--- src/rtl/stall_timer_pkg.sv ---
// stall_pkg: shared defaults, channel indices and retrigger-mode encodings for the stall timer
package stall_pkg;
  localparam int NCH_DEF = 4;
  localparam int CNT_W_DEF = 4;
  localparam int STAT_W_DEF = 16;
  localparam int CH_MEM = 0;
  localparam int CH_MUL = 1;
  localparam int CH_BR = 2;
  localparam int CH_EXT = 3;
  localparam int MERGE_RESTART = 0;
  localparam int MERGE_MAX = 1;
endpackage

--- src/rtl/stall_timer_if.sv ---
// stall_timer_if: request/status bundle between the control decoder and the stall timer
interface stall_timer_if
  import stall_pkg::*;
#(
  parameter int NCH = NCH_DEF,
  parameter int CNT_W = CNT_W_DEF,
  parameter int STAT_W = STAT_W_DEF
);
  logic [NCH-1:0] req;
  logic [NCH*CNT_W-1:0] delay;
  logic flush;
  logic pc_en;
  logic [NCH-1:0] busy;
  logic [NCH-1:0] done;
  logic [STAT_W-1:0] stall_cnt;
  modport master (output req, delay, flush, input pc_en, busy, done, stall_cnt);
  modport slave (input req, delay, flush, output pc_en, busy, done, stall_cnt);
endinterface

--- src/rtl/stall_timer_chan.sv ---
// stall_chan: one stall channel with request edge detect, delay counter and busy/done flags
module stall_chan
  import stall_pkg::*;
#(
  parameter int CNT_W = CNT_W_DEF,
  parameter int MERGE = MERGE_RESTART
) (
  input  logic clk,
  input  logic rst_n,
  input  logic req,
  input  logic flush,
  input  logic [CNT_W-1:0] delay,
  output logic busy,
  output logic done
);
  localparam logic [CNT_W-1:0] ONE = CNT_W'(1);
  logic reqQ;
  logic rise;
  logic trig;
  logic [CNT_W-1:0] cnt;
  logic [CNT_W-1:0] cntDec;
  logic [CNT_W-1:0] loadVal;
  logic [CNT_W-1:0] cntNext;
  // cnt holds remaining busy cycles after this one, so a trigger loads D-1 and busy covers the rise cycle
  always_comb begin
    rise = req & ~reqQ;
    trig = rise & (delay != '0) & ~flush;
    cntDec = (cnt != '0) ? cnt - ONE : '0;
    loadVal = (MERGE == MERGE_MAX && cntDec > delay - ONE) ? cntDec : delay - ONE;
    cntNext = flush ? '0 : trig ? loadVal : cntDec;
    busy = (cnt != '0) | trig;
    done = busy & (cntNext == '0) & ~flush;
  end
  // state update; req history tracks req even while flushing so a held request cannot retrigger afterwards
  always_ff @(posedge clk) begin
    if (!rst_n) begin
      cnt <= '0;
      reqQ <= 1'b0;
    end else begin
      cnt <= cntNext;
      reqQ <= req;
    end
  end
endmodule

--- src/rtl/stall_timer.sv ---
// stall_timer: multi-channel PC stall timer with PC enable and saturating stall-cycle statistic
module stall_timer
  import stall_pkg::*;
#(
  parameter int NCH = NCH_DEF,
  parameter int CNT_W = CNT_W_DEF,
  parameter int MERGE = MERGE_RESTART,
  parameter int STAT_W = STAT_W_DEF
) (
  input logic clk,
  input logic rst_n,
  stall_timer_if.slave bus
);
  logic [NCH-1:0] busy;
  logic [NCH-1:0] done;
  logic pcEn;
  logic [STAT_W-1:0] stallCnt;
  for (genvar i = 0; i < NCH; i++) begin : gChan
    stall_chan #(.CNT_W(CNT_W), .MERGE(MERGE)) uChan (
      .clk(clk),
      .rst_n(rst_n),
      .req(bus.req[i]),
      .flush(bus.flush),
      .delay(bus.delay[i*CNT_W +: CNT_W]),
      .busy(busy[i]),
      .done(done[i])
    );
  end
  assign pcEn = ~|busy;
  assign bus.pc_en = pcEn;
  assign bus.busy = busy;
  assign bus.done = done;
  assign bus.stall_cnt = stallCnt;
  // count stalled cycles, holding at all-ones instead of wrapping
  always_ff @(posedge clk) begin
    if (!rst_n) stallCnt <= '0;
    else if (!pcEn && !(&stallCnt)) stallCnt <= stallCnt + STAT_W'(1);
  end
endmodule

--- src/flat_wrapper.sv ---
// flat-port wrapper written by rule: the top's interface ports become plain ports
module stall_timer_flat import stall_pkg::*;
#(
  parameter int NCH = NCH_DEF,
  parameter int CNT_W = CNT_W_DEF,
  parameter int MERGE = MERGE_RESTART,
  parameter int STAT_W = STAT_W_DEF
)
  (clk, rst_n, bus_req, bus_delay, bus_flush, bus_pc_en, bus_busy, bus_done, bus_stall_cnt);
  stall_timer_if #(.NCH(NCH), .CNT_W(CNT_W), .STAT_W(STAT_W)) bus_i ();
  input logic clk;
  input logic rst_n;
  input wire logic [$bits(bus_i.req)-1:0] bus_req;
  input wire logic [$bits(bus_i.delay)-1:0] bus_delay;
  input wire logic [$bits(bus_i.flush)-1:0] bus_flush;
  output wire logic [$bits(bus_i.pc_en)-1:0] bus_pc_en;
  output wire logic [$bits(bus_i.busy)-1:0] bus_busy;
  output wire logic [$bits(bus_i.done)-1:0] bus_done;
  output wire logic [$bits(bus_i.stall_cnt)-1:0] bus_stall_cnt;
  assign bus_i.req = bus_req;
  assign bus_i.delay = bus_delay;
  assign bus_i.flush = bus_flush;
  assign bus_pc_en = bus_i.pc_en;
  assign bus_busy = bus_i.busy;
  assign bus_done = bus_i.done;
  assign bus_stall_cnt = bus_i.stall_cnt;
  stall_timer #(.NCH(NCH), .CNT_W(CNT_W), .MERGE(MERGE), .STAT_W(STAT_W)) u_core (.clk(clk), .rst_n(rst_n), .bus(bus_i));
endmodule
--- config.mk ---
export PLATFORM = sky130hd
export DESIGN_NAME = stall_timer_flat
export DESIGN_NICKNAME = d
export VERILOG_FILES = /design/src/rtl/stall_timer_pkg.sv /design/src/rtl/stall_timer_if.sv /design/src/rtl/stall_timer_chan.sv /design/src/rtl/stall_timer.sv /design/src/flat_wrapper.sv
export SDC_FILE = /design/constraint.sdc
export NUM_CORES = 1
export LEC_CHECK = 0
export ABC_CLOCK_PERIOD_IN_PS = 2700
export BUFFER_PORTS_ARGS = -buffer_cell sky130_fd_sc_hd__buf_2
export CAP_MARGIN = 20
export CORE_ASPECT_RATIO = 0.75
export CORE_MARGIN = 2
export CORE_UTILIZATION = 55
export DETAILED_ROUTE_END_ITERATION = 6
export GPL_ROUTABILITY_DRIVEN = 0
export GPL_TIMING_DRIVEN = 0
export PLACE_DENSITY = 0.8
export SLEW_MARGIN = 20
export SYNTH_ARGS = -nofsm -noshare
export SYNTH_HDL_FRONTEND = slang
export SYNTH_HIERARCHICAL = 1
export SYNTH_SLANG_ARGS = --single-unit
--- constraint.sdc ---
create_clock -name clk -period 2.7 [get_ports clk]
set_input_delay 0.54 -clock clk [delete_from_list [all_inputs] [get_ports clk]]
set_output_delay 0.54 -clock clk [all_outputs]
set_load 0.1 [all_outputs]
### Word level (Yosys, flattened, before mapping)

Cells that the tools add are included.

* $add $sub $neg: 9
* bitwise gates (word level): 29
* reduce and logical (&&, ||, !) cells: 17
* multiplexer cells: 12

Operator list (count)
* $mux 4: 12
* $reduce_bool 4->1: 8
* $sub 4x1->4 const B: 8
* $and 1x1->1: 20
* $add 16x1->16 const B: 1
* $logic_not 4->1: 4
* $reduce_and 16->1: 1
* $not 1->1: 5
* $or 1x1->1: 4
* $reduce_or 4->1: 1
* $logic_not 1->1: 2
* $logic_and 1x1->1: 1

* output and inout port bits: 25
* logic and storage cells: 76
* bits in registers: 36
* bits of input ports: 23

### Logic depth before layout (Yosys ltp)

Gate-level depths: netlist (run 1).

* depth in word-level cells: 9
* depth in mapped cells: 11
* mapped depth without buffers: 10

### By module

The synthesis (run 1) kept the hierarchy.

Modules (own cells, without submodules)
* stall_chan: sequential area each 100.1 sq um, area each 389.1 sq um, cells each 47, instances 4
* stall_timer: sequential area each 320.3 sq um, area each 849.6 sq um, cells each 96, instances 1

### Worst setup path before layout (run 1)

OpenSTA, ideal clock, no wires.

* path kind: input to output
* start: in bus_delay[0]
* end: out bus_done[0]
* path slack: -1104 ps
* stages on the path: 7
* data required time: 2160 ps
* arrival time: 3264 ps
* buffers on the path: 1
* cell sequence: inv_1 > ha_1 > or3b_1 > and3_1 > buf_6 > nor4_1 > a2bb2oi_1

* word-level cells in the longest chain between the ends: 8
* elaborated cells between the ends (all ways): 10
* those cells by class: add/sub (1); mux (2); bitwise (5); reduce/logical (2)

RTL lines
* start: declaration: line flat_wrapper.sv:14 `input wire logic [$bits(bus_i.delay)-1:0] bus_delay;`
* branches (longest 6 deep; another with $sub 4x1->4)
* $and 1x1->1 * (2 in series): line stall_timer_chan.sv:32 `done = busy & (cntNext == '0) & ~flush;`
* end: declaration: line flat_wrapper.sv:18 `output wire logic [$bits(bus_i.done)-1:0] bus_done;`

Every way passes the cells marked *.

### Worst setup path after layout (run 1)

* start: in bus_delay[9]
* end: out bus_pc_en

* word-level cells in the longest chain between the ends: 6

RTL lines
* $reduce_bool 4->1: line stall_timer_chan.sv:27 `trig = rise & (delay != '0) & ~flush;`
* $and 1x1->1 (2 in series): line stall_timer_chan.sv:27
* $or 1x1->1: line stall_timer_chan.sv:31 `busy = (cnt != '0) | trig;`
* $reduce_or 4->1: line stall_timer.sv:29 `assign pcEn = ~|busy;`
* $logic_not 1->1: line stall_timer.sv:29
* end: declaration: line flat_wrapper.sv:16 `output wire logic [$bits(bus_i.pc_en)-1:0] bus_pc_en;`

No other way between the ends.

==> flow_summary.ini, run 1 <==
[timing]
setup_violations = 2
fin_crit_ns = 2.72
hold_viol_final = 0
timing.fmax_mhz = 368
finalWorstSetupSlack_ns = -0.0164
setup-tns-final_ns = -0.0188
rsz0062_at_grt = true
fin_crit_sh_pct = 101
skew_ns = 0.00791
slew_headroom_pct = 66.2
worst_pin_slew_ns = 0.503
drv_slew = 0

[final_layout]
final_area_sq_mm = 0.00352
utilization_pct = 85.3
areaGrowthSynthToFinish_pct = 46.4
fillers = 230
layout.nets = 387
antenna_cells = 0
instances_no_fill = 402
drive_gt1_share_pct = 36.0

[min_path]
min_path_type = input pin to flop

[worst_setup_path]
cp_slowest_cell = or4_4
crit_chain = buf_12 -> inv_12 -> ha_4 -> or3b_4 -> nand3_4 -> nand2_4 -> or4_4 -> clkinv_8 -> buf_12
crit_arrival_ns = 2.18
startpoint_type = input pin
required_ns = 2.16
cpMostUsedCell = buf_12
cp_slowest_stage_delay_ns = 0.60
critPathCaptureType = output port
worstPathMaxFanout = 2
path_class = input pin to output port

[clock_network]
clk_pin_slew_ns = 0.07
cts_made_buffers = 5
insertion_delay_ns = 0.29
clock_sinks = 36
cts.root.buffer_cell = clkbuf_8
cts_tree = built
cts_buffer_depth = 2
htree_levels = 2

[routing]
viasPerCell = 6.15
wirelength_um = 7040
final_antenna_net_count = 0
first_pass_iters = 4
drt-initial-drc-count = 263
via_count = 2474
drc = 0
post_drt_wl_per_cell_um = 17.5

[synth]
synth_area_per_cell_sq_um = 8.47
synth_seq_cells = 36
yosys_warnings = 6
synth_fp_nets = 324
synth_cells = 284
synth.distinct_cells = 42
syn-cell-area_sq_mm = 0.00241
synth_seq_area_share_pct = 30.0

[placement]
place_area_sq_mm = 0.00315
place_inst = 386
port_buffers = 47
dp_hpwl_um = 4500
preCtsSetupSlack_ns = -0.465

[die]
start_util_pct = 58.3
die_h_um = 61.3
ios = 48
rows = 20
core_area_sq_mm = 0.00413
dieArea_sq_mm = 0.00493
die_w_um = 80.4

[outcome]
outcome = finished with violations
violations = setup timing

[global_route]
overflow = 0
grt_max_degree = 21
grt.total_usage_pct = 29.1
grt_pass1_wl_um = 10800
grt_pass1_vias = 2245
antenna_found_initial = 0

[power]
p_leak_nw = 1.43
power_density_mw_per_mm2 = 487
vdd_drop_max_v = 0.000418

[flow_run]
cap_violations = 0
final cells by class:
| type | count | area [sq um] | area share (%) |
|---|---|---|---|
| sequential | 36 | 721 | 20.5 |
| tap | 55 | 68.8 | 1.95 |
| buffer | 5 | 48.8 | 1.39 |
| multi-input combinational | 223 | 1930 | 54.7 |
| timing repair buffer | 57 | 478 | 13.6 |
| clock buffer | 7 | 96.3 | 2.74 |
| inverter | 19 | 184 | 5.22 |
worst max-delay path: cells and delay by family:
| kind | cells | cell delay (ns) |
|---|---|---|
| simple gates | 4 | 1.13 |
| fa+ha+maj | 1 | 0.10 |
| buf+inv | 4 | 0.39 |
repair_timing:
item / CTS / global route
hold buffers: 0 / 0
resized for setup: 43 / 12
endpoints found under the setup margin: 5 / 5
pin swaps: 9 / 3
setup buffers: 10 / 0
gates cloned: 0 / 0
per-stage QoR:
stage                     power, mW  hold slack [ns]
final                          1.71            0.514
after global routing           1.78            0.521
after CTS                      1.69            0.500
after detailed placement       1.21            0.506
after global placement         1.19            0.490
after floorplan                1.09            0.560
report_power, final:
part           switching (mW)  internal, mW  total, mW  leakage (nW)
Sequential             0.0292         0.558      0.588         0.293
Clock                   0.204         0.228      0.431        0.0503
Combinational           0.449         0.246      0.695          1.09
synthesized netlist by cell type (all sizes together):
cell type	instances	area [sq um]
a211o	4	35.0
a211oi	5	37.5
a21oi	16	95.1
a2bb2oi	4	35.0
a311oi	1	8.76
a31oi	1	6.26
and2	4	25.0
and3	9	56.3
and4	3	26.3
buf	5	50.0
clkbuf	1	3.75
clkinv	2	7.51
dfxtp	36	721
ha	17	213
inv	17	63.8
mux2i	8	80.1
nand2	13	48.8
nand2b	19	119
nand3	14	70.1
nand3b	4	30.0
nand4	5	43.8
nand4b	1	8.76
nor2	19	73.8
nor2b	4	25.0
nor3	14	70.1
nor3b	5	37.5
nor4	6	52.6
o2111ai	1	15.0
o211a	1	10.0
o211ai	1	7.51
o21ai	9	45.0
o31ai	5	37.5
or3	10	82.6
or3b	4	35.0
or4	8	60.1
xnor2	8	70.1
per-layer routing:
layer / part of all wire, % / global-route usage (%) / vias to the layer above
li1: - / - / 1169
met1: 42 / 38.6 / 1177
met2: 48 / 47.5 / 113
met3: 7.9 / 5.57 / 15
met4: 2.4 / 12.1 / 0
met5: 0 / 0 / -
placed cells by master (no fill, tap or decap), types with 4 or more instances in the layout:
cell type  count
or4_1          7
or3_1          6
or3b_4         4
inv_12         8
dfxtp_1       36
nand3b_1       4
a21oi_1       12
buf_4         10
mux2i_1        8
nand2b_1      19
o31ai_1        5
xnor2_1        8
inv_1          8
nand3_1       10
o21ai_0        9
buf_2         34
buf_6          6
a211oi_1       5
nor2b_1        4
nor2_1        18
nand3_4        4
ha_1          11
and3_1         6
and2_1         4
or3_4          4
nand2_1        9
buf_12         9
nor3b_4        4
clkbuf_8       7
nor4_4         5
a2bb2oi_4      4
a21oi_2        4
ha_4           4
nor3_1        14
a211o_1        4
worst paths after layout:
path	startpoint	to	slack [ns]	cells past startpoint
hold reg to reg	u_core/bus.stall_cnt[15]$_SDFFE_PN0P_	u_core/bus.stall_cnt[15]$_SDFFE_PN0P_	0.52	2
setup reg to reg	u_core/gChan[3].uChan/cnt[0]$_SDFF_PN0_	u_core/bus.stall_cnt[5]$_SDFFE_PN0P_	0.39	9
setup / recovery	bus_delay[9]	bus_pc_en	-0.02	9
hold / removal	bus_req[2]	u_core/gChan[2].uChan/reqQ$_SDFF_PN0_	0.51	2
state kept, by name, indices dropped and copies added (netlist names):
signal                   flops
u_core/gChan.uChan/reqQ      4
u_core/bus.stall_cnt        16
u_core/gChan.uChan/cnt      16
kinds of logic (layout without fill, tap and decap cells):
logic type	Yosys count	after routing	synth area share [%]
compound gates	48	48	13.8
xor+xnor	8	8	2.91
fa+ha+maj	17	17	8.84
buf+inv	25	88	5.20
flops	36	36	30.0
mux	8	8	3.33
simple gates	142	142	35.9
(Power assumes the default switching activity.)
==> inputs of run 2 (changes only) <==
--- a/config.mk
+++ b/config.mk
@@ -5,7 +5,7 @@
 export SDC_FILE = /design/constraint.sdc
 export NUM_CORES = 1
 export LEC_CHECK = 0
-export ABC_CLOCK_PERIOD_IN_PS = 2700
+export ABC_CLOCK_PERIOD_IN_PS = 3300
 export BUFFER_PORTS_ARGS = -buffer_cell sky130_fd_sc_hd__buf_2
 export CAP_MARGIN = 20
 export CORE_ASPECT_RATIO = 0.75
==> constraint.sdc (replaced) <==
create_clock -name clk -period 3.3 [get_ports clk]
set_input_delay 0.66 -clock clk [delete_from_list [all_inputs] [get_ports clk]]
set_output_delay 0.66 -clock clk [all_outputs]
set_load 0.1 [all_outputs]
==> flow_summary.ini, run 2 (synthesized netlist as in run 1, its figures left out) <==
[final_layout]
final_cell_mix = 43 x buf_2, 36 x dfxtp_1, 19 x nand2b_1, 18 x nor2_1
drive_gt1_share_pct = 26.8
antenna_cells = 0
utilization_pct = 72.7
fillers = 331
layout.nets = 378
areaGrowthSynthToFinish_pct = 24.8
final_common_cell = buf_2

[placement]
port_buffers = 47
dp_hpwl_um = 4080

[routing]
drc = 0
post_drt_wl_per_cell_um = 14.0
first_pass_iters = 4
final_antenna_net_count = 0
viasPerCell = 5.68
wirelength_um = 5530
drt-initial-drc-count = 157
via_count = 2236

[power]
seq_power_share_pct = 38.2
intPower_mw = 0.764
p_clk_share_pct = 25.8
p_leak_nw = 1.30
p_sw_share_pct = 39.1
p_comb_share_pct = 36.1
p_sw_mw = 0.490
vdd_drop_max_v = 0.000316
power_density_mw_per_mm2 = 418

[clock_network]
cts_setup_buffers = 0
cts_tree = built
cts.root.buffer_cell = clkbuf_8
cts.hold.buffers_added = 0
htree_levels = 2
cts_made_buffers = 5
insertion_delay_ns = 0.28
cts_buffer_depth = 2
clock_sinks = 36
clk_pin_slew_ns = 0.07

[min_path]
min_path_type = flop to flop
min_from = u_core/bus.stall_cnt[15]$_SDFFE_PN0P_

[die]
dieArea_sq_mm = 0.00493
die_h_um = 61.3
core_area_sq_mm = 0.00413
start_util_pct = 58.3
die_w_um = 80.4
ios = 48
rows = 20

[timing]
fin_crit_sh_pct = 98.8
rsz0062_at_grt = true
slew_headroom_pct = 53.6
fin_crit_ns = 3.26
skew_ns = 0.00627
setup-tns-final_ns = 0
hold_viol_final = 0
setup_violations = 0
timing.fmax_mhz = 307
worst_pin_slew_ns = 0.694
drv_slew = 0

[global_route]
antenna_found_initial = 0
overflow = 0
grt_max_degree = 21
grt.total_usage_pct = 23.1
grt_pass1_vias = 2020
grt_pass1_wl_um = 8970

[worst_setup_path]
required_ns = 2.64
reg2reg_from = u_core/gChan[0].uChan/cnt[0]$_SDFF_PN0_
r2r.worst_path.cells = 9
crit_arrival_ns = 2.60
rrSetupSlack_ns = 0.70
crit_end = bus_pc_en
worstPathMaxFanout = 8
startpoint_type = input pin
critPathCaptureType = output port
critPathLaunch = bus_delay[4]
path_class = input pin to output port
reg2reg_to = u_core/bus.stall_cnt[5]$_SDFFE_PN0P_

[outcome]
outcome = complete, no violations

[flow_run]
cap_violations = 0
[run 2: cell count changes in the layout (fill, tap and decap cells not counted), moves of 6 or more]
cell,previous run,this run
buf_12,9,1
buf_2,34,43
ha_1,11,17
buf_4,10,1
inv_1,8,17
inv_12,8,0
[run 2: area by class of cell]
cell class | instances | area, sq um | area share, %
multi-input cells | 223 | 1720 | 57.2
flip-flops and latches | 36 | 721 | 24.0
repair buffers | 47 | 272 | 9.05
clock buffers | 6 | 82.6 | 2.75
inverters | 19 | 76.3 | 2.54
well taps | 55 | 68.8 | 2.29
plain buffers | 6 | 53.8 | 1.79
clock inverters | 2 | 10.0 | 0.333
[run 2: metrics by stage]
stage / setup slack, ns / total power [mW] / area [sq um] / cells / hold WS (ns)
2_1_floorplan: 0.0950 / 0.836 / 2510 / 284 / 0.561
4_1_cts: -0.0642 / 1.24 / 2940 / 394 / 0.517
6_report: 0.0403 / 1.25 / 3000 / 394 / 0.512
3_3_place_gp: -0.255 / 0.911 / 2820 / 386 / 0.490
5_1_grt: -0.0878 / 1.32 / 3000 / 394 / 0.534
3_5_place_dp: -0.286 / 0.917 / 2820 / 386 / 0.499
[run 2: worst min-delay path by stage]
stage	endpoint	slack, ns	cells past startpoint
global route	u_core/bus.stall_cnt[11]$_SDFFE_PN0P_	0.53	2
finish	u_core/bus.stall_cnt[15]$_SDFFE_PN0P_	0.51	2
detailed placement	u_core/bus.stall_cnt[3]$_SDFFE_PN0P_	0.50	2
global placement	u_core/bus.stall_cnt[15]$_SDFFE_PN0P_	0.49	2
floorplan	u_core/gChan[0].uChan/cnt[0]$_SDFF_PN0_	0.56	3
CTS	u_core/bus.stall_cnt[15]$_SDFFE_PN0P_	0.52	2
[run 2: power groups by stage]
| stage | clock network, mW | logic [mW] | registers (mW) |
|---|---|---|---|
| 2_1_floorplan | 0 | 0.293 | 0.543 |
| 3_3_place_gp | 0 | 0.425 | 0.486 |
| 3_5_place_dp | 0 | 0.430 | 0.487 |
| 4_1_cts | 0.330 | 0.437 | 0.477 |
| 5_1_grt | 0.352 | 0.485 | 0.481 |
| 6_report | 0.323 | 0.452 | 0.478 |
[run 2: repair_timing]
item                       CTS  global route
pin swaps                    0             0
resized for setup            8            13
setup endpoints to repair    5             5
[run 2: layer usage]
| layer | vias to the layer above | wire length [um] | global-route usage, % |
|---|---|---|---|
| li1 | 1140 | - | - |
| met1 | 1020 | 2760 | 32.9 |
| met2 | 72 | 2380 | 36.5 |
| met3 | 4 | 348 | 4.40 |
| met4 | 0 | 37 | 5.81 |
| met5 | - | 0 | 0 |
[run 2: critical path, stage by stage]
cell and delay, ns:
buf_2 0.11, inv_1 0.09, ha_1 0.14, or3b_1 0.41, nand3_4 0.13, nand2_4 0.05, or4_1 0.53, buf_2 0.20
clkinv_4 0.10, buf_12 0.17
